$ cat src/rtl/count_32_seq_if.sv
// Bundle of the row sequencer's control, buffer-read and result signals.
// The master side is the sequencer. The slave side is the environment:
// the MVP control, the operand buffer feeding count_32, and the result consumer.
interface count_32_seq_if #(
    parameter int ADDR_W = 5,
    parameter int ROW_W  = 3,
    parameter int ACC_W  = 8
);
    logic              start;
    logic              busy;
    logic              done;
    logic              rd_en;
    logic [ADDR_W-1:0] rd_addr;
    logic [6:0]        h_plus_32;
    logic [6:0]        h_minus_32;
    logic              res_valid;
    logic              res_ready;
    logic [ROW_W-1:0]  res_row;
    logic [ACC_W-1:0]  res_plus;
    logic [ACC_W-1:0]  res_minus;
    logic [ACC_W:0]    res_diff;

    modport master (
        input  start, h_plus_32, h_minus_32, res_ready,
        output busy, done, rd_en, rd_addr,
        output res_valid, res_row, res_plus, res_minus, res_diff
    );

    modport slave (
        output start, h_plus_32, h_minus_32, res_ready,
        input  busy, done, rd_en, rd_addr,
        input  res_valid, res_row, res_plus, res_minus, res_diff
    );
endinterface

$ cat src/rtl/count_32_seq.sv
// Row sequencer for the 32-lane ternary popcount datapath.
// It walks each row in CHUNKS reads. It sums the plus and minus counts that
// count_32 returns one cycle after each read. It then offers the row's totals
// on a valid/ready port and waits for them to be accepted before it moves to
// the next row.
module count_32_seq #(
    parameter int CHUNKS = 4,
    parameter int ROWS   = 8,
    parameter int ADDR_W = 5,
    parameter int ROW_W  = 3,
    parameter int ACC_W  = 8
) (
    input  logic           clk,
    input  logic           rst,
    count_32_seq_if.master bus
);
    localparam int                 CHUNK_W    = (CHUNKS > 1) ? $clog2(CHUNKS) : 1;
    localparam logic [CHUNK_W-1:0] LAST_CHUNK = CHUNK_W'(CHUNKS - 1);
    localparam logic [ROW_W-1:0]   LAST_ROW   = ROW_W'(ROWS - 1);
    localparam logic [ADDR_W-1:0]  CHUNKS_A   = ADDR_W'(CHUNKS);

    typedef enum logic [1:0] { IDLE, RUN, DRAIN, OUT } state_t;

    state_t             state_q, state_d;
    logic [ROW_W-1:0]   row_q, row_d;
    logic [CHUNK_W-1:0] chunk_q, chunk_d;
    logic [ACC_W-1:0]   acc_plus_q, acc_plus_d;
    logic [ACC_W-1:0]   acc_minus_q, acc_minus_d;
    logic               samp_v_q, samp_v_d;
    logic               done_q, done_d;
    logic [ROW_W-1:0]   res_row_q, res_row_d;
    logic [ACC_W-1:0]   res_plus_q, res_plus_d;
    logic [ACC_W-1:0]   res_minus_q, res_minus_d;
    logic [ACC_W:0]     res_diff_q, res_diff_d;

    logic [ACC_W-1:0]   sum_plus, sum_minus;
    logic               rd_en;
    logic [ADDR_W-1:0]  rd_addr;
    logic               handshake;

    // Fold in count_32's answer for last cycle's read; plain wrap-around adds, inputs taken as-is
    always_comb begin
        sum_plus  = acc_plus_q;
        sum_minus = acc_minus_q;
        if (samp_v_q) begin
            sum_plus  = acc_plus_q  + ACC_W'(bus.h_plus_32);
            sum_minus = acc_minus_q + ACC_W'(bus.h_minus_32);
        end
    end

    // Next-state, read issue and result capture; results live in their own registers so the port is register-driven and reads 0 outside OUT
    always_comb begin
        state_d     = state_q;
        row_d       = row_q;
        chunk_d     = chunk_q;
        acc_plus_d  = sum_plus;
        acc_minus_d = sum_minus;
        done_d      = 1'b0;
        res_row_d   = res_row_q;
        res_plus_d  = res_plus_q;
        res_minus_d = res_minus_q;
        res_diff_d  = res_diff_q;
        rd_en       = 1'b0;
        rd_addr     = '0;
        handshake   = (state_q == OUT) && bus.res_ready;

        unique case (state_q)
            IDLE: begin
                if (bus.start) begin
                    row_d       = '0;
                    chunk_d     = '0;
                    acc_plus_d  = '0;
                    acc_minus_d = '0;
                    state_d     = RUN;
                end
            end
            RUN: begin
                rd_en   = 1'b1;
                rd_addr = ADDR_W'(row_q) * CHUNKS_A + ADDR_W'(chunk_q);
                if (chunk_q == LAST_CHUNK) begin
                    chunk_d = '0;
                    state_d = DRAIN;
                end else begin
                    chunk_d = chunk_q + 1'b1;
                end
            end
            DRAIN: begin
                res_row_d   = row_q;
                res_plus_d  = sum_plus;
                res_minus_d = sum_minus;
                res_diff_d  = {1'b0, sum_plus} - {1'b0, sum_minus};
                state_d     = OUT;
            end
            OUT: begin
                if (handshake) begin
                    acc_plus_d  = '0;
                    acc_minus_d = '0;
                    res_row_d   = '0;
                    res_plus_d  = '0;
                    res_minus_d = '0;
                    res_diff_d  = '0;
                    if (row_q == LAST_ROW) begin
                        row_d   = '0;
                        done_d  = 1'b1;
                        state_d = IDLE;
                    end else begin
                        row_d   = row_q + 1'b1;
                        state_d = RUN;
                    end
                end
            end
            default: state_d = IDLE;
        endcase

        samp_v_d = rd_en;
    end

    // State register; reset abandons any row in flight without reporting it
    always_ff @(posedge clk) begin
        if (rst) begin
            state_q     <= IDLE;
            row_q       <= '0;
            chunk_q     <= '0;
            acc_plus_q  <= '0;
            acc_minus_q <= '0;
            samp_v_q    <= 1'b0;
            done_q      <= 1'b0;
            res_row_q   <= '0;
            res_plus_q  <= '0;
            res_minus_q <= '0;
            res_diff_q  <= '0;
        end else begin
            state_q     <= state_d;
            row_q       <= row_d;
            chunk_q     <= chunk_d;
            acc_plus_q  <= acc_plus_d;
            acc_minus_q <= acc_minus_d;
            samp_v_q    <= samp_v_d;
            done_q      <= done_d;
            res_row_q   <= res_row_d;
            res_plus_q  <= res_plus_d;
            res_minus_q <= res_minus_d;
            res_diff_q  <= res_diff_d;
        end
    end

    assign bus.busy      = (state_q != IDLE);
    assign bus.done      = done_q;
    assign bus.rd_en     = rd_en;
    assign bus.rd_addr   = rd_addr;
    assign bus.res_valid = (state_q == OUT);
    assign bus.res_row   = res_row_q;
    assign bus.res_plus  = res_plus_q;
    assign bus.res_minus = res_minus_q;
    assign bus.res_diff  = res_diff_q;
endmodule

$ cat src/flat_wrapper.sv
// flat-port wrapper written by rule: the top's interface ports become plain ports
module count_32_seq_flat 
#(
    parameter int CHUNKS = 4,
    parameter int ROWS   = 8,
    parameter int ADDR_W = 5,
    parameter int ROW_W  = 3,
    parameter int ACC_W  = 8
)
  (clk, rst, bus_start, bus_h_plus_32, bus_h_minus_32, bus_res_ready, bus_busy, bus_done, bus_rd_en, bus_rd_addr, bus_res_valid, bus_res_row, bus_res_plus, bus_res_minus, bus_res_diff);
  count_32_seq_if #(.ADDR_W(ADDR_W), .ROW_W(ROW_W), .ACC_W(ACC_W)) bus_i ();
  input  logic clk;
  input  logic rst;
  input wire logic [$bits(bus_i.start)-1:0] bus_start;
  input wire logic [$bits(bus_i.h_plus_32)-1:0] bus_h_plus_32;
  input wire logic [$bits(bus_i.h_minus_32)-1:0] bus_h_minus_32;
  input wire logic [$bits(bus_i.res_ready)-1:0] bus_res_ready;
  output wire logic [$bits(bus_i.busy)-1:0] bus_busy;
  output wire logic [$bits(bus_i.done)-1:0] bus_done;
  output wire logic [$bits(bus_i.rd_en)-1:0] bus_rd_en;
  output wire logic [$bits(bus_i.rd_addr)-1:0] bus_rd_addr;
  output wire logic [$bits(bus_i.res_valid)-1:0] bus_res_valid;
  output wire logic [$bits(bus_i.res_row)-1:0] bus_res_row;
  output wire logic [$bits(bus_i.res_plus)-1:0] bus_res_plus;
  output wire logic [$bits(bus_i.res_minus)-1:0] bus_res_minus;
  output wire logic [$bits(bus_i.res_diff)-1:0] bus_res_diff;
  assign bus_i.start = bus_start;
  assign bus_i.h_plus_32 = bus_h_plus_32;
  assign bus_i.h_minus_32 = bus_h_minus_32;
  assign bus_i.res_ready = bus_res_ready;
  assign bus_busy = bus_i.busy;
  assign bus_done = bus_i.done;
  assign bus_rd_en = bus_i.rd_en;
  assign bus_rd_addr = bus_i.rd_addr;
  assign bus_res_valid = bus_i.res_valid;
  assign bus_res_row = bus_i.res_row;
  assign bus_res_plus = bus_i.res_plus;
  assign bus_res_minus = bus_i.res_minus;
  assign bus_res_diff = bus_i.res_diff;
  count_32_seq #(.CHUNKS(CHUNKS), .ROWS(ROWS), .ADDR_W(ADDR_W), .ROW_W(ROW_W), .ACC_W(ACC_W)) u_core (.clk(clk), .rst(rst), .bus(bus_i));
endmodule
$ cat config.mk
export PLATFORM = sky130hd
export DESIGN_NAME = count_32_seq_flat
export DESIGN_NICKNAME = d
export VERILOG_FILES = /design/src/rtl/count_32_seq_if.sv /design/src/rtl/count_32_seq.sv /design/src/flat_wrapper.sv
export SDC_FILE = /design/constraint.sdc
export NUM_CORES = 1
export LEC_CHECK = 0
export CAP_MARGIN = 30
export CORE_AREA = 10 10 87 89
export CTS_CLUSTER_DIAMETER = 200
export DETAILED_ROUTE_END_ITERATION = 10
export DIE_AREA = 0 0 97 99
export PLACE_DENSITY = 0.87
export SYNTH_ARGS = -nofsm -noshare
export SYNTH_HDL_FRONTEND = slang
export SYNTH_SLANG_ARGS = --single-unit
$ cat constraint.sdc
create_clock -name clk -period 3.95 [get_ports clk]
set_input_delay 0.395 -clock clk [delete_from_list [all_inputs] [get_ports clk]]
set_output_delay 0.395 -clock clk [all_outputs]
set_load 0.02 [all_outputs]
# Word-level counts from Yosys, hierarchy flattened
# Cells that the tools add are included.
[totals]
regBits = 53
latch_bits = 0
ram_bits = 0
mem_bits_ro = 0
inputBits = 18
mem_count = 0
[classes]
add_sub_neg = 6
multipliers = 0
div_mod_pow = 0
magnitude_cmp = 0
n_eq_ne = 8
shifts = 0
muxes = 30
bitwise_logic = 2
n_reduce_logical = 11
[op_table]
columns = ["cell", "n"]
rows = [
  ["$pmux 8 s2", 4],
  ["$mux 8", 7],
  ["$pmux 9 s2", 1],
  ["$add 8x7->8", 2],
  ["$mux 3", 4],
  ["$pmux 3 s2", 2],
  ["$mux 2", 5],
  ["$mux 9", 1],
  ["$sub 8x8->9", 1],
  ["$pmux 2 s4", 1],
  ["$reduce_bool 2->1", 4],
  ["$eq 2x2->1 const B", 3],
  ["$reduce_and 3->1", 2],
  ["$add 5x2->5", 1],
  ["$mux 5", 1],
  ["$ne 2x1->1 const B", 2],
  ["$pmux 2 s2", 1],
  ["$reduce_and 2->1", 2],
  ["$add 3x1->3 const B", 1],
  ["$eq 3x3->1 const B", 1],
  ["$mux 1", 3],
  ["$reduce_or 3->1", 1],
  ["$add 2x1->2 const B", 1],
  ["$eq 2x1->1 const B", 1],
  ["other kinds (4)", 5],
]

# Longest topological paths before layout
# Gate-level depths: netlist of the first run.
[depth]
ltp_word = 4
depth_mapped = 13
mapped_depth_nobuf = 13

# Worst setup path before layout of the first run
# OpenSTA, ideal clock, no wires.
[synth_path]
path_kind = "input -> register"
start = "in bus_h_plus_32[2]"
end = "reg u_core.res_diff_q[8] (netlist: u_core.bus.res_diff[8])"
setup_ns = 0.136
t_arrival_ns = 2.688
slack_ns = 1.125
cell_stages = 12
path_cell_list = "ha_1 > o211ai_1 > o2111a_1 > nor3_2 > inv_1 > ha_1 > nand2_1 > nor3_1 > a221oi_2 > maj3_1 > o41ai_1 > a311oi_1"
[synth_between]
elab_chain_cells = 4
[synth_rtl]
columns = ["element", "line_no", "text"]
rows = [
  ["start: declaration", "flat_wrapper.sv:15", "input wire logic [$bits(bus_i.h_plus_32)-1:0] bus_h_plus_32;"],
  ["$add 8x7->8", "count_32_seq.sv:46", "sum_plus = acc_plus_q + ACC_W'(bus.h_plus_32);"],
  ["$mux 8", "count_32_seq.sv:45", "if (samp_v_q) begin"],
  ["$sub 8x8->9", "count_32_seq.sv:91", "res_diff_d = {1'b0, sum_plus} - {1'b0, sum_minus};"],
  ["$pmux 9 s2", "count_32_seq.sv:67", "unique case (state_q)"],
  ["end signal: assignment", "count_32_seq.sv:143", "res_diff_q <= res_diff_d;"],
  ["end: declaration", "count_32_seq.sv:34", "logic [ACC_W:0] res_diff_q, res_diff_d;"],
]
# No other way between the ends.
# A chain may end at the register's enable or synchronous reset.

# Worst setup path in the final report of the first run
[layout_path]
start = "in bus_h_plus_32[1]"
end = "reg u_core.res_diff_q[7] (netlist: u_core.bus.res_diff[7])"
# The elaborated chain is that of the path after synthesis.

==> results of run 1 <==
## cell families after synthesis
group           after synthesis
simple gates                111
compound gates               98
flops                        53
fa+ha+maj                    31
buf+inv                      27
xor+xnor                     16
mux                           8
## state kept, by name, summed over array words and instances, names as in the netlist
name and flops:
u_core.samp_v_q 1, u_core.bus.res_plus 8, u_core.acc_minus_q 8, u_core.state_q 2
u_core.bus.res_diff 9, u_core.row_q 3, u_core.acc_plus_q 8, u_core.chunk_q 2
u_core.bus.res_minus 8, u_core.bus.done 1, u_core.bus.res_row 3
## worst max-delay path, cell delays in order
cell	delay (ps)
clkdlybuf4s50_1	460
ha_1	340
a21o_1	180
a21oi_1	170
xnor2_1	80
mux2_2	290
ha_1	360
and2_1	150
a311o_1	130
o21ai_0	150
a311oi_1	390
mux2i_1	320
o211ai_1	140
## through the flow
stage,setup WS [ps],cells,hold slack (ps)
floorplan,1130,344,471
global placement,522,465,447
detailed placement,364,465,456
CTS,667,473,477
global route,427,473,521
finish,585,473,475
## power by group
group          internal, mW  leakage (nW)  total [mW]  switching, mW
combinational         0.505         0.982        1.20          0.699
sequential            0.604         0.428       0.655         0.0519
clock                 0.206        0.0574       0.389          0.183
## path summary, 6_finish.rpt
check | startpoint | endpoint | slack (ps) | cells past startpoint
worst max-delay path | bus_h_plus_32[1] | u_core.bus.res_diff[7] | 590 | 13
worst min-delay path | u_core.bus.res_diff[6] | u_core.bus.res_diff[6] | 480 | 2
worst max register to register | u_core.acc_plus_q[1] | u_core.bus.res_diff[7] | 810 | 12
worst min register to register | u_core.bus.res_diff[6] | u_core.bus.res_diff[6] | 480 | 2
## layer usage
metal | share of wire, % | track usage, %
met1 | 45 | 20.0
met2 | 46 | 24.9
met3 | 7.1 | 4.26
met4 | 2.1 | 6.02
met5 | 0 | 0
## synthesized netlist by cell type, types with 4 or more instances
cell and instances:
nand2b_1 7, a22oi_1 17, and2_1 7, nor2b_1 12, clkbuf_1 10, mux2i_1 4
inv_1 14, xnor2_1 9, a21o_1 8, a21oi_1 22, mux2_2 4, nand2_1 12
xor2_1 7, ha_1 27, dfxtp_1 53, nor2_1 56, o21ai_0 15, a211oi_1 4
## layout make-up
cell class | count | area [um^2] | share of cell area, %
timing repair buffer | 59 | 578 | 15.3
inverter | 14 | 52.6 | 1.39
clock inverter | 2 | 37.5 | 0.990
clock buffer | 6 | 82.6 | 2.18
sequential | 53 | 1060 | 28.0
multi-input combinational | 264 | 1880 | 49.7
tap | 75 | 93.8 | 2.48
==> flow_summary.ini, run 1 <==
[drt]
drt_first_pass_iters = 5
vias = 2708
wl_per_cell_um = 16.4
drt_wl_total_um = 7740
drt_iter0_markers = 178
viasPerCell = 5.73
ant_nets = 0
drc = 0

[global_routing]
grt_overflow = 0
track_usage_pct = 15.8
grt_first_pass_wirelength_um = 12800
grt_max_degree = 38
grt_pass1_vias = 2661
antenna_found_initial = 0

[synth]
yosysUniqueCellTypes = 56
synth_seq_area_share_pct = 34.8
synth.top_cell.area_share_pct = 34.8
synth_fa_ha_area_share_pct = 13.4
synthCells = 344
synth-simple-area-share_pct = 18.1
synth-main-ff-cell = dfxtp_1
synth_warnings = 0
synth_top_family_by_area = compound AO/OA/AOI/OAI gates
synth_compound_area_share_pct = 23.0
synth.area.top_cells = dfxtp_1 (35%), ha_1 (11%), nor2_1 (6.9%)
synth_area_um2 = 3050
ys_ff_latch = 53
synth_top_cell_by_area = dfxtp_1
ys_async_sr_fraction_pct = 0
yosys.area_share.xor_xnor_pct = 4.60
syn_nets = 392
syn_avg_cell_area_um2 = 8.86
muxShareOfSynthArea_pct = 2.79
synth_edf_count = 0

[clock_tree]
numCtsBuffers = 5
cts_buffer_depth = 2
cts_resized = 0
root_buffer = clkbuf_8
cts_tree = done
htreeDepth = 2
cts_sinks = 53
insertion_delay_ps = 310
cts_setup_buffers = 0
postCtsHoldBufs = 0
cts.clk_slew.worst_paths_ps = 90

[layout]
diodes = 0
fin_area_um2 = 3790
final_util_pct = 64.8
nFillCells = 472
final_common_cell = nor2_1
drive_above_1_share_pct = 7.04
layout_common_cells = nor2_1 (56), clkdlybuf4s50_1 (54), dfxtp_1 (53), ha_1 (27), a21oi_1 (22)
nets = 445
syn_to_final_growth_pct = 24.3

[run_status]
run_status = completed

[sta]
finClkSkew_ps = 3.19
max_slew_margin_pct = 61.9
final_hold_viol_count = 0
fmax_ghz = 0.297
rsz0062_at_grt = false
fin_setup_tns_ps = 0
fin_crit_sh_pct = 85.2
slew_viol_final = 0
period_minus_slack_ps = 3360
worstMarginPinSlew_ps = 566
setup_viol = 0

[die]
fp-row-count = 28
die_y_um = 99
io_pins = 55
die_width_um = 97
die_area_um2 = 9600
initial_core_util_pct = 52.1
fp.coreArea_um2 = 5850

[worst_setup_path]
crit_type = primary input to register
critPathLaunchType = primary input
endpoint_kind = register
cp.arrival_ps = 3550
cp_max_fo = 5
cp_data_required_time_ps = 4140

[placed_design]
gp_congestion = 0.872
hpwl_um = 5660
place_area_um2 = 3670
io_buffers = 54

[pwr]
powerDensity_nw_per_um2 = 593
ir_drop_mv = 0.343
power.total_mw = 2.25
leakagePower_nw = 1.47

[min_path]
hold_path_class = register to register

[job]
drv_cap = 0
No activity file was read; power rests on OpenSTA's default activity.
==> run 2, diff against run 1 <==
Settings changed: REMOVE_ABC_BUFFERS from default to 1.
==> flow_summary.ini, run 2 (same netlist as run 1, synthesis figures left out) <==
[layout]
fin_cells = 475
largest_reg_flops = 9
drive_above_1_share_pct = 7.50
nets = 447
seq_area_um2 = 1060
final_util_pct = 64.7
fin_area_um2 = 3780
multi_input_area_um2 = 1890
syn_to_final_growth_pct = 24.1
layout_common_cells = nor2_1 (56), clkdlybuf4s50_1 (54), dfxtp_1 (53), ha_1 (27), a21oi_1 (21)
final_common_cell = nor2_1
diodes = 0
nFillCells = 492

[worst_setup_path]
cp_max_fo = 3
reg2reg_slack_ps = 860
r2r_end = u_core.bus.res_diff[8]
cp.arrival_ps = 3480
endpoint_kind = register
r2r_cells = 12
cp-startpoint = bus_h_plus_32[1]
critPathLaunchType = primary input
r2r_start = u_core.acc_plus_q[1]
cp_data_required_time_ps = 4120
crit_type = primary input to register

[sta]
final_hold_viol_count = 0
worstMarginPinSlew_ps = 613
slew_viol_final = 0
rsz0062_at_grt = false
max_slew_margin_pct = 59.0
period_minus_slack_ps = 3310
setup_viol = 0
fmax_ghz = 0.302
fin_setup_tns_ps = 0
fin_crit_sh_pct = 83.7
finClkSkew_ps = 11.4
hold_slack_ps = 477
fin_ws_ps = 644

[global_routing]
grt_overflow = 0
antenna_found_initial = 0
track_usage_pct = 15.8
grt_pass1_vias = 2663
grt_max_degree = 28
grt_first_pass_wirelength_um = 12900

[drt]
dr_wl_met2_um = 3660
vias = 2735
routedLengthMet1_um = 3410
wl_per_cell_um = 16.4
top_layer = met4
ant_nets = 0
viasPerCell = 5.76
met3WireLength_um = 586
drt_iter0_markers = 238
drt_wl_total_um = 7770
drt_first_pass_iters = 6
drc = 0

[min_path]
min_from = u_core.bus.res_diff[4]
holdPathEnd = u_core.bus.res_diff[4]
whs_path_depth = 2
hold_path_class = register to register

[die]
die_area_um2 = 9600
initial_core_util_pct = 52.1
die_width_um = 97
fp-row-count = 28
die_y_um = 99
fp.coreArea_um2 = 5850
io_pins = 55

[clock_tree]
numCtsBuffers = 5
postCtsHoldBufs = 0
cts_buffer_depth = 2
cts_setup_buffers = 0
cts_resized = 0
cts_tree = done
htreeDepth = 2
cts.clk_slew.worst_paths_ps = 90
cts_sinks = 53
insertion_delay_ps = 310
root_buffer = clkbuf_8

[placed_design]
hpwl_um = 5910
place_inst = 467
gp_congestion = 0.902
io_buffers = 54
place_area_um2 = 3700
place_ws_ps = 366

[run_status]
run_status = completed

[pwr]
powerDensity_nw_per_um2 = 579
power.total_mw = 2.19
ir_drop_mv = 0.458
leakagePower_nw = 1.46

[job]
drv_cap = 0
[run 2: cell type report]
type	count	share of cell area, %
flip-flops and latches	53	28.0
clock inverters	2	0.397
well taps	75	2.48
repair buffers	61	15.9
clock buffers	6	1.92
multi-input cells	264	49.9
inverters	14	1.39
[run 2: worst max path at each step]
stage,endpoint,slack [ps],cells after the start
floorplan,u_core.bus.res_diff[8],1070,11
global placement,u_core.bus.res_diff[8],450,13
detailed placement,u_core.bus.res_diff[8],370,13
CTS,u_core.bus.res_diff[8],700,13
global route,u_core.bus.res_diff[8],500,13
finish,u_core.bus.res_diff[8],640,13
[run 2: worst max-delay path, stage by stage]
cell	delay [ps]
clkdlybuf4s50_1	450
ha_1	330
a211oi_1	420
nor3_1	120
nor3_2	260
inv_1	120
ha_1	360
nand2_1	70
nor3_1	200
a221oi_2	120
maj3_1	380
o41ai_1	100
a311oi_1	150
[run 2: power by group]
group	leakage (nW)	internal, mW	total (mW)	switching, mW
clock	0.0374	0.125	0.309	0.184
combinational	0.995	0.521	1.23	0.704
sequential	0.428	0.604	0.657	0.0534
total	1.46	1.25	2.19	0.942
[run 2: metal layers]
metal | GRT usage, % | vias up
li1 | - | 1329
met1 | 19.2 | 1289
met2 | 26.7 | 100
met3 | 4.19 | 17
met4 | 4.31 | 0
met5 | 0 | -
==> run 3, diff against run 2 <==
Settings changed: CORE_AREA 10 10 87 89 to 10 10 91 93, DIE_AREA 0 0 97 99 to 0 0 101 103, PLACE_DENSITY 0.87 to 0.84.
Clock period 3.95 ns to 2.91 ns, I/O delays scaled along.
==> flow_summary.ini, run 3 (same netlist as run 1, synthesis figures left out) <==
[run_status]
run_status = completed

[worst_setup_path]
cp_max_fo = 3
cp_data_required_time_ps = 3120
cpLargestDelayFamily = compound AO/OA/AOI/OAI gates
critPathLaunchType = register
cpMaxStageDelayCell = dfxtp_4
timing.critical_path.buf_inv = 0
crit_chain = ha_4 > a21o_1 > a21oi_2 > xnor2_1 > mux2_2 > ha_1 > and2_1 > a311o_1 > o21ai_2 > a311oi_2 > mux2i_1 > o211ai_1
cp.arrival_ps = 3070
crit_type = register to register
cpPeakStageDelay_ps = 370
endpoint_kind = register

[clock_tree]
root_buffer = clkbuf_8
insertion_delay_ps = 320
cts_tree = done
cts_sinks = 53
htreeDepth = 2
numCtsBuffers = 5
cts.clk_slew.worst_paths_ps = 100
postCtsHoldBufs = 0
cts_buffer_depth = 2

[placed_design]
place_ws_ps = -411
hpwl_um = 6280
io_buffers = 54
gp_congestion = 0.889

[drt]
wl_per_cell_um = 16.6
vias = 2932
viasPerCell = 5.52
drt_wl_total_um = 8810
ant_nets = 0
drc = 0
drt_iter0_markers = 200
drt_first_pass_iters = 4

[global_routing]
grt_overflow = 0
grt_max_degree = 29
grt_first_pass_wirelength_um = 13800
track_usage_pct = 16.2
antenna_found_initial = 0
grt_pass1_vias = 2999

[pwr]
powerDensity_nw_per_um2 = 788
leakagePower_nw = 1.78
power.total_mw = 3.44
ir_drop_mv = 0.671

[die]
die_y_um = 103
io_pins = 55
fp.coreArea_um2 = 6570
die_area_um2 = 10400
die_width_um = 101
initial_core_util_pct = 46.4
fp-row-count = 30

[sta]
slew_viol_final = 0
fin_crit_sh_pct = 98.3
fin_ws_ps = 49.3
worstMarginPinSlew_ps = 663
max_slew_margin_pct = 55.5
setup_viol = 0
final_hold_viol_count = 0
fin_setup_tns_ps = 0
fmax_ghz = 0.350
period_minus_slack_ps = 2860
finClkSkew_ps = 6.46

[layout]
drive_above_1_share_pct = 24.8
layout_common_cells = buf_4 (57), nor2_1 (55), clkdlybuf4s50_1 (49), dfxtp_1 (49), ha_1 (19)
syn_to_final_growth_pct = 43.3
nets = 498
largest_reg_flops = 9
final_common_cell = buf_4
seq_area_um2 = 1070
multi_input_area_um2 = 2060
diodes = 0
nFillCells = 478

[min_path]
hold_path_class = register to register

[job]
drv_cap = 0
==> run 3: worst register-to-register path: cells and delay by family (launching register included) <==
kind / cells / cell delay, ps
xor+xnor: 1 / 70
flops: 1 / 370
compound gates: 6 / 1040
fa+ha+maj: 2 / 590
mux: 2 / 500
simple gates: 1 / 180
==> run 3: power breakdown <==
| part | internal, mW | leakage (nW) | switching (mW) | total (mW) |
|---|---|---|---|---|
| Clock | 0.171 | 0.0445 | 0.263 | 0.435 |
| Sequential | 0.821 | 0.431 | 0.0777 | 0.899 |
| Combinational | 1.00 | 1.30 | 1.11 | 2.11 |
| Total | 1.99 | 1.78 | 1.45 | 3.44 |
==> run 3: worst paths after layout <==
| kind | from | endpoint | slack [ps] | cells after the start |
|---|---|---|---|---|
| worst max-delay path | u_core.acc_plus_q[1] | u_core.bus.res_diff[7] | 50 | 12 |
| worst min-delay path | u_core.bus.res_plus[6] | u_core.bus.res_plus[6] | 490 | 2 |
| worst max register to register | u_core.acc_plus_q[1] | u_core.bus.res_diff[7] | 50 | 12 |
| worst min register to register | u_core.bus.res_plus[6] | u_core.bus.res_plus[6] | 490 | 2 |
==> run 3: cell type report <==
type | count | share of cell area, %
Clock inverter | 3 | 0.487
Inverter | 14 | 1.20
Clock buffer | 5 | 1.58
Timing Repair Buffer | 112 | 22.9
Sequential cell | 53 | 24.5
Multi-Input combinational cell | 264 | 47.1
Tap cell | 80 | 2.29
==> run 3: per-layer routing <==
| layer | share of wire (%) | up-vias | wire length [um] | track usage, % |
|---|---|---|---|---|
| met5 | 0 | - | 0 | 0 |
| met2 | 49 | 73 | 4310 | 28.8 |
| met1 | 43 | 1408 | 3770 | 18.7 |
| met3 | 7.1 | 12 | 626 | 5.03 |
| li1 | - | 1439 | - | - |
| met4 | 1.2 | 0 | 110 | 3.43 |
==> run 3: through the flow <==
stage	hold WS, ps	util, %	area, um^2	std cells
6_report	493	66.5	4370	531
3_5_place_dp	468	61.5	4040	516
2_1_floorplan	363	-	3000	331
4_1_cts	487	63.1	4150	524
3_3_place_gp	444	61.5	4040	516
5_1_grt	522	66.5	4370	531
==> run 3: what timing repair did <==
action,CTS,global route
pin swaps,2,22
buffers inserted,0,7
resized for setup,5,37
endpoints found under the setup margin,3,4
gates cloned,0,0
==> variant 1: new RTL, settings of run 2 <==
`ACC_W` is set to 8 in 3 places; all go to 6.
--- a/src/rtl/count_32_seq_if.sv
+++ b/src/rtl/count_32_seq_if.sv
@@ -6,3 +6,3 @@
     parameter int ROW_W  = 3,
-    parameter int ACC_W  = 8
+    parameter int ACC_W  = 6
 );
--- a/src/rtl/count_32_seq.sv
+++ b/src/rtl/count_32_seq.sv
@@ -10,3 +10,3 @@
     parameter int ROW_W  = 3,
-    parameter int ACC_W  = 8
+    parameter int ACC_W  = 6
 ) (
--- a/src/flat_wrapper.sv
+++ b/src/flat_wrapper.sv
@@ -7,3 +7,3 @@
     parameter int ROW_W  = 3,
-    parameter int ACC_W  = 8
+    parameter int ACC_W  = 6
 )
Ports: changed (resized bus_res_diff, bus_res_minus and bus_res_plus); port bits go from 55 to 49. The function was not compared with the original's and may differ.
==> variant 1 against run 2 <==
Total power decreased by 16%. Final cell count decreased by 19%. Critical endpoint is now u_core.bus.res_diff[5]$_SDFFE_PP0P_. Worst setup slack improved by 0.14 ns. Critical path depth is 1 lower. Synthesized area fell by 22%. Core utilization decreased by 13 points. Sequential cell count decreased by 10. Final area decreased by 19%. Routed wire length down 29%. Sequential power decreased by 19%.
==> variant 1: results (changes against run 2) <==
| Metric | Value |
|---|---|
| Outcome | completed (unchanged) |
| Mux cell area share after synthesis | 4.01% (was 2.79%) |
| Dpl cell area | 0.00292 mm^2 (was 0.00370 mm^2) |
| Clk_skew | 0.00245 ns (was 0.0114 ns) |
| Iteration-0 DRC count of the detailed router | 131 (was 238) |
| Largest net degree at the start of global routing | 31 (was 28) |
| Hold path cells | 1 (was 2) |
| Grt met2 use | 20.4% (was 26.7%) |
| Top post-synthesis cells by area | dfxtp_1 36%, ha_1 11%, nor2_1 7.6% (was dfxtp_1 35%, ha_1 11%, nor2_1 6.9%) |
| Layout net count | 351 (was 447) |
| Total GRT Usage | 11.8% (was 15.8%) |
| Clk Latency, worst-skew pair | 0.29 ns (was 0.31 ns) |
| Share of the yosys chip area belonging to registers | 36.3% (was 34.8%) |
| Reg2Reg Setup Slack | 1.01 ns (was 0.86 ns) |
| Worst r2r dst | u_core.bus.res_diff[5]$_SDFFE_PP0P_ (was u_core.bus.res_diff[8]$_SDFFE_PP0P_) |
| Metal3 WL | 306 um (was 586 um) |
| GR Layer Usage met3 | 3.56% (was 4.19%) |
| Int Pwr | 1.12 mW (was 1.25 mW) |
| Hold Slack | 0.486 ns (was 0.477 ns) |
| Wl on met1 | 2460 um (was 3410 um) |
| Global-route wire length before repair | 9790 um (was 12900 um) |
| Unique masters post-synth | 46 (was 56) |
| Hpwl dp | 4160 um (was 5910 um) |
| Share of cells above drive strength 1 | 7.42% (was 7.50%) |
| Met1 Resource Use GR | 13.8% (was 19.2%) |
| Final GP Congestion | 0.908 (was 0.902) |
| Leak | 1.19 nW (was 1.46 nW) |
| DR pass1 iterations | 4 (was 6) |
| Adder-cell area share of the yosys netlist | 14.0% (was 13.4%) |
| I/O Buffers | 46 (was 54) |
| Post-Place Cells | 377 (was 467) |
| Vias | 1977 (was 2735) |
| Met2 Routed Length | 2690 um (was 3660 um) |
| Syn Area/Cell | 9.05 um^2 (was 8.86 um^2) |
| Most frequent cells after synthesis | 48 x nor2_1, 43 x dfxtp_1, 21 x a21oi_1, 21 x ha_1 (was 56 x nor2_1, 53 x dfxtp_1, 27 x ha_1, 22 x a21oi_1, 17 x a22oi_1) |
| Worst r2r path cells | 11 (was 12) |
| Largest delay share family, worst path | adder cells (unchanged) |
| Slew @ Worst Pin | 0.991 ns (was 0.613 ns) |
| Synth Area in Compound Gates | 19.3% (was 23.0%) |
| Worst Path Arrival | 3.35 ns (was 3.48 ns) |
| Crit Path Max Fanout | 4 (was 3) |
-- variant 1: cell types whose count changed after synthesis, moves of 4 or more --
cell / run 2 / this run
a21o_1: 8 / 2
a22o_1: 0 / 4
a22oi_1: 17 / 12
dfxtp_1: 53 / 43
ha_1: 27 / 21
nand2_1: 12 / 5
nand2b_1: 7 / 3
nor2_1: 56 / 48
xor2_1: 7 / 3
-- variant 1: area by class of cell --
| cell class | count | area, um^2 |
|---|---|---|
| inverters | 11 | 41.3 |
| multi-input cells | 198 | 1430 |
| clock buffers | 6 | 72.6 |
| repair buffers | 50 | 490 |
| clock inverters | 2 | 60.1 |
| fillers | 521 | 2800 |
| flip-flops and latches | 43 | 861 |
| well taps | 75 | 93.8 |
-- variant 1: power by group through the flow --
stage / sequential, mW / combinational [mW] / clock [mW]
after floorplan: 0.580 / 0.588 / 0
final: 0.535 / 0.900 / 0.395
after global routing: 0.546 / 1.01 / 0.417
after CTS: 0.535 / 0.901 / 0.406
after global placement: 0.543 / 0.870 / 0
after detailed placement: 0.546 / 0.890 / 0
-- variant 1: worst max-delay path by stage --
stage / startpoint / endpoint / slack, ns / cells after the start
after CTS: bus_h_plus_32[0] / u_core.bus.res_diff[5]$_SDFFE_PP0P_ / 0.79 / 12
after global routing: bus_h_plus_32[0] / u_core.bus.res_diff[5]$_SDFFE_PP0P_ / 0.57 / 12
after global placement: bus_h_plus_32[0] / u_core.bus.res_diff[5]$_SDFFE_PP0P_ / 0.59 / 12
after detailed placement: bus_h_plus_32[0] / u_core.bus.res_diff[5]$_SDFFE_PP0P_ / 0.50 / 12
after floorplan: bus_h_minus_32[0] / u_core.bus.res_diff[5]$_SDFFE_PP0P_ / 1.13 / 11
final: bus_h_plus_32[0] / u_core.bus.res_diff[5]$_SDFFE_PP0P_ / 0.79 / 12
==> variant 2: new RTL, config.mk and constraints of run 2 <==
Made on the original files. The 4 states of `state_t` get a Gray code encoding in 2 bits.
--- a/src/rtl/count_32_seq.sv
+++ b/src/rtl/count_32_seq.sv
@@ -21,3 +21,3 @@
 
-    typedef enum logic [1:0] { IDLE, RUN, DRAIN, OUT } state_t;
+    typedef enum logic [1:0] { IDLE = 2'b00, RUN = 2'b01, DRAIN = 2'b11, OUT = 2'b10 } state_t;
 
Check against the original RTL: same outputs for any inputs over 10 cycles, from zero or initial values and one cycle with rst high; not proved beyond that.
==> variant 2 against run 2 <==
Clock skew down 0.0053 ns. Final area down 1.1%. Synthesized area down 0.49%. Register-to-register slack worse by 0.03 ns. Critical endpoint unchanged. Via count down 3.5%. Die area unchanged. Fmax down 1.8%. Sequential cell count unchanged. Worst setup slack worse by 0.061 ns. Critical path type unchanged. Non-clock buffer count down 2. Routed wire length up 2.4%. Global-route usage up 0.23 points.
Power is not compared: it rests on default switching activity, and its combinational part moved more than twofold at a synthesized area within 25%.
==> variant 2: results (changes against run 2) <==
| Metric | Value |
|---|---|
| Synth Area in Compound Gates | 22.4% (was 23.0%) |
| Vias | 2639 (was 2735) |
| Final wirelength | 7960 um (was 7770 um) |
| Global-route wire length before repair | 13000 um (was 12900 um) |
| Crit Path Max Fanout | 4 (was 3) |
| Top post-synthesis cells by area | dfxtp_1 35%, ha_1 9.5%, nor2_1 7.2% (was dfxtp_1 35%, ha_1 11%, nor2_1 6.9%) |
| Hold path cells | 2 (unchanged) |
| Largest net degree at the start of global routing | 23 (was 28) |
| Drt via density | 5.59 (was 5.76) |
| Unique masters post-synth | 58 (was 56) |
| Hold Path End | u_core.bus.res_diff[6]$_SDFFE_PP0P_ (was u_core.bus.res_diff[4]$_SDFFE_PP0P_) |
| Share of the yosys chip area belonging to registers | 35.0% (was 34.8%) |
| Slew @ Worst Pin | 0.863 ns (was 0.613 ns) |
| Number of global-route vias before repair | 2656 (was 2663) |
| Most frequent cells after synthesis | 58 x nor2_1, 53 x dfxtp_1, 26 x a21oi_1, 23 x ha_1, 14 x nand2_1 (was 56 x nor2_1, 53 x dfxtp_1, 27 x ha_1, 22 x a21oi_1, 17 x a22oi_1) |
| Reg2Reg Setup Slack | 0.83 ns (was 0.86 ns) |
| Outcome | completed (unchanged) |
| Fillcell total | 500 (was 492) |
| Post-synthesis xor/xnor area fraction | 4.87% (was 4.60%) |
| Syn Inst Count | 345 (was 344) |
| Clk_skew | 0.00603 ns (was 0.0114 ns) |
| Hold Slack | 0.483 ns (was 0.477 ns) |
| Mux cell area share after synthesis | 2.72% (was 2.79%) |
| Total GRT Usage | 16.0% (was 15.8%) |
| Iteration-0 DRC count of the detailed router | 196 (was 238) |
| Final GP Congestion | 0.873 (was 0.902) |
| Hpwl dp | 6110 um (was 5910 um) |
| Min-delay src | u_core.bus.res_diff[6]$_SDFFE_PP0P_ (was u_core.bus.res_diff[4]$_SDFFE_PP0P_) |
| Post-Place Cells | 464 (was 467) |
## variant 2: changes by cell type after synthesis, moves of 3 or more
cell	run 2	this run
inv_1	14	11
nand3_1	1	4
ha_1	27	23
nor2b_1	12	9
a22oi_1	17	13
o21ai_1	1	4
a21oi_1	22	26
o21ai_0	15	10
## variant 2: worst max-delay path, cell delays in order
cell             delay [ns]
clkdlybuf4s50_1        0.47
ha_1                   0.34
a211oi_1               0.39
nor3_1                 0.11
nor3_2                 0.33
inv_1                  0.12
ha_1                   0.35
nand2_1                0.09
nor3_1                 0.05
a221oi_2               0.34
maj3_1                 0.24
o41ai_1                0.08
a311oi_1               0.27
## variant 2: area by class of cell
class                   instances  area, um^2  share of cell area (%)
multi-input cells             266        1870                    50.0
flip-flops and latches         53        1060                    28.3
repair buffers                 59         578                    15.4
well taps                      75        93.8                    2.51
clock buffers                   6        82.6                    2.21
inverters                      11        41.3                    1.10
clock inverters                 2        13.8                   0.368
## variant 2: per-stage QoR
stage          worst slack, ns  area [um^2]
4_1_cts                  0.603         3740
6_report                 0.583         3740
5_1_grt                  0.406         3740
3_3_place_gp             0.459         3650
3_5_place_dp             0.298         3650
2_1_floorplan             1.00         2980
## variant 2: routing by layer
metal  GRT usage [%]  wire, um  vias to the layer above
met4            5.68       131                        0
met2            27.7      3860                       81
met3            3.56       511                        9
met1            18.9      3450                     1236
li1                -         -                     1313
met5               0         0                        -
## variant 2: power breakdown
part	switching, mW	internal (mW)	total (mW)	leakage, nW
registers	0.00873	0.542	0.550	0.428
clock network	0.185	0.143	0.328	0.0512
logic	0.131	0.111	0.242	0.952
total	0.325	0.795	1.12	1.43
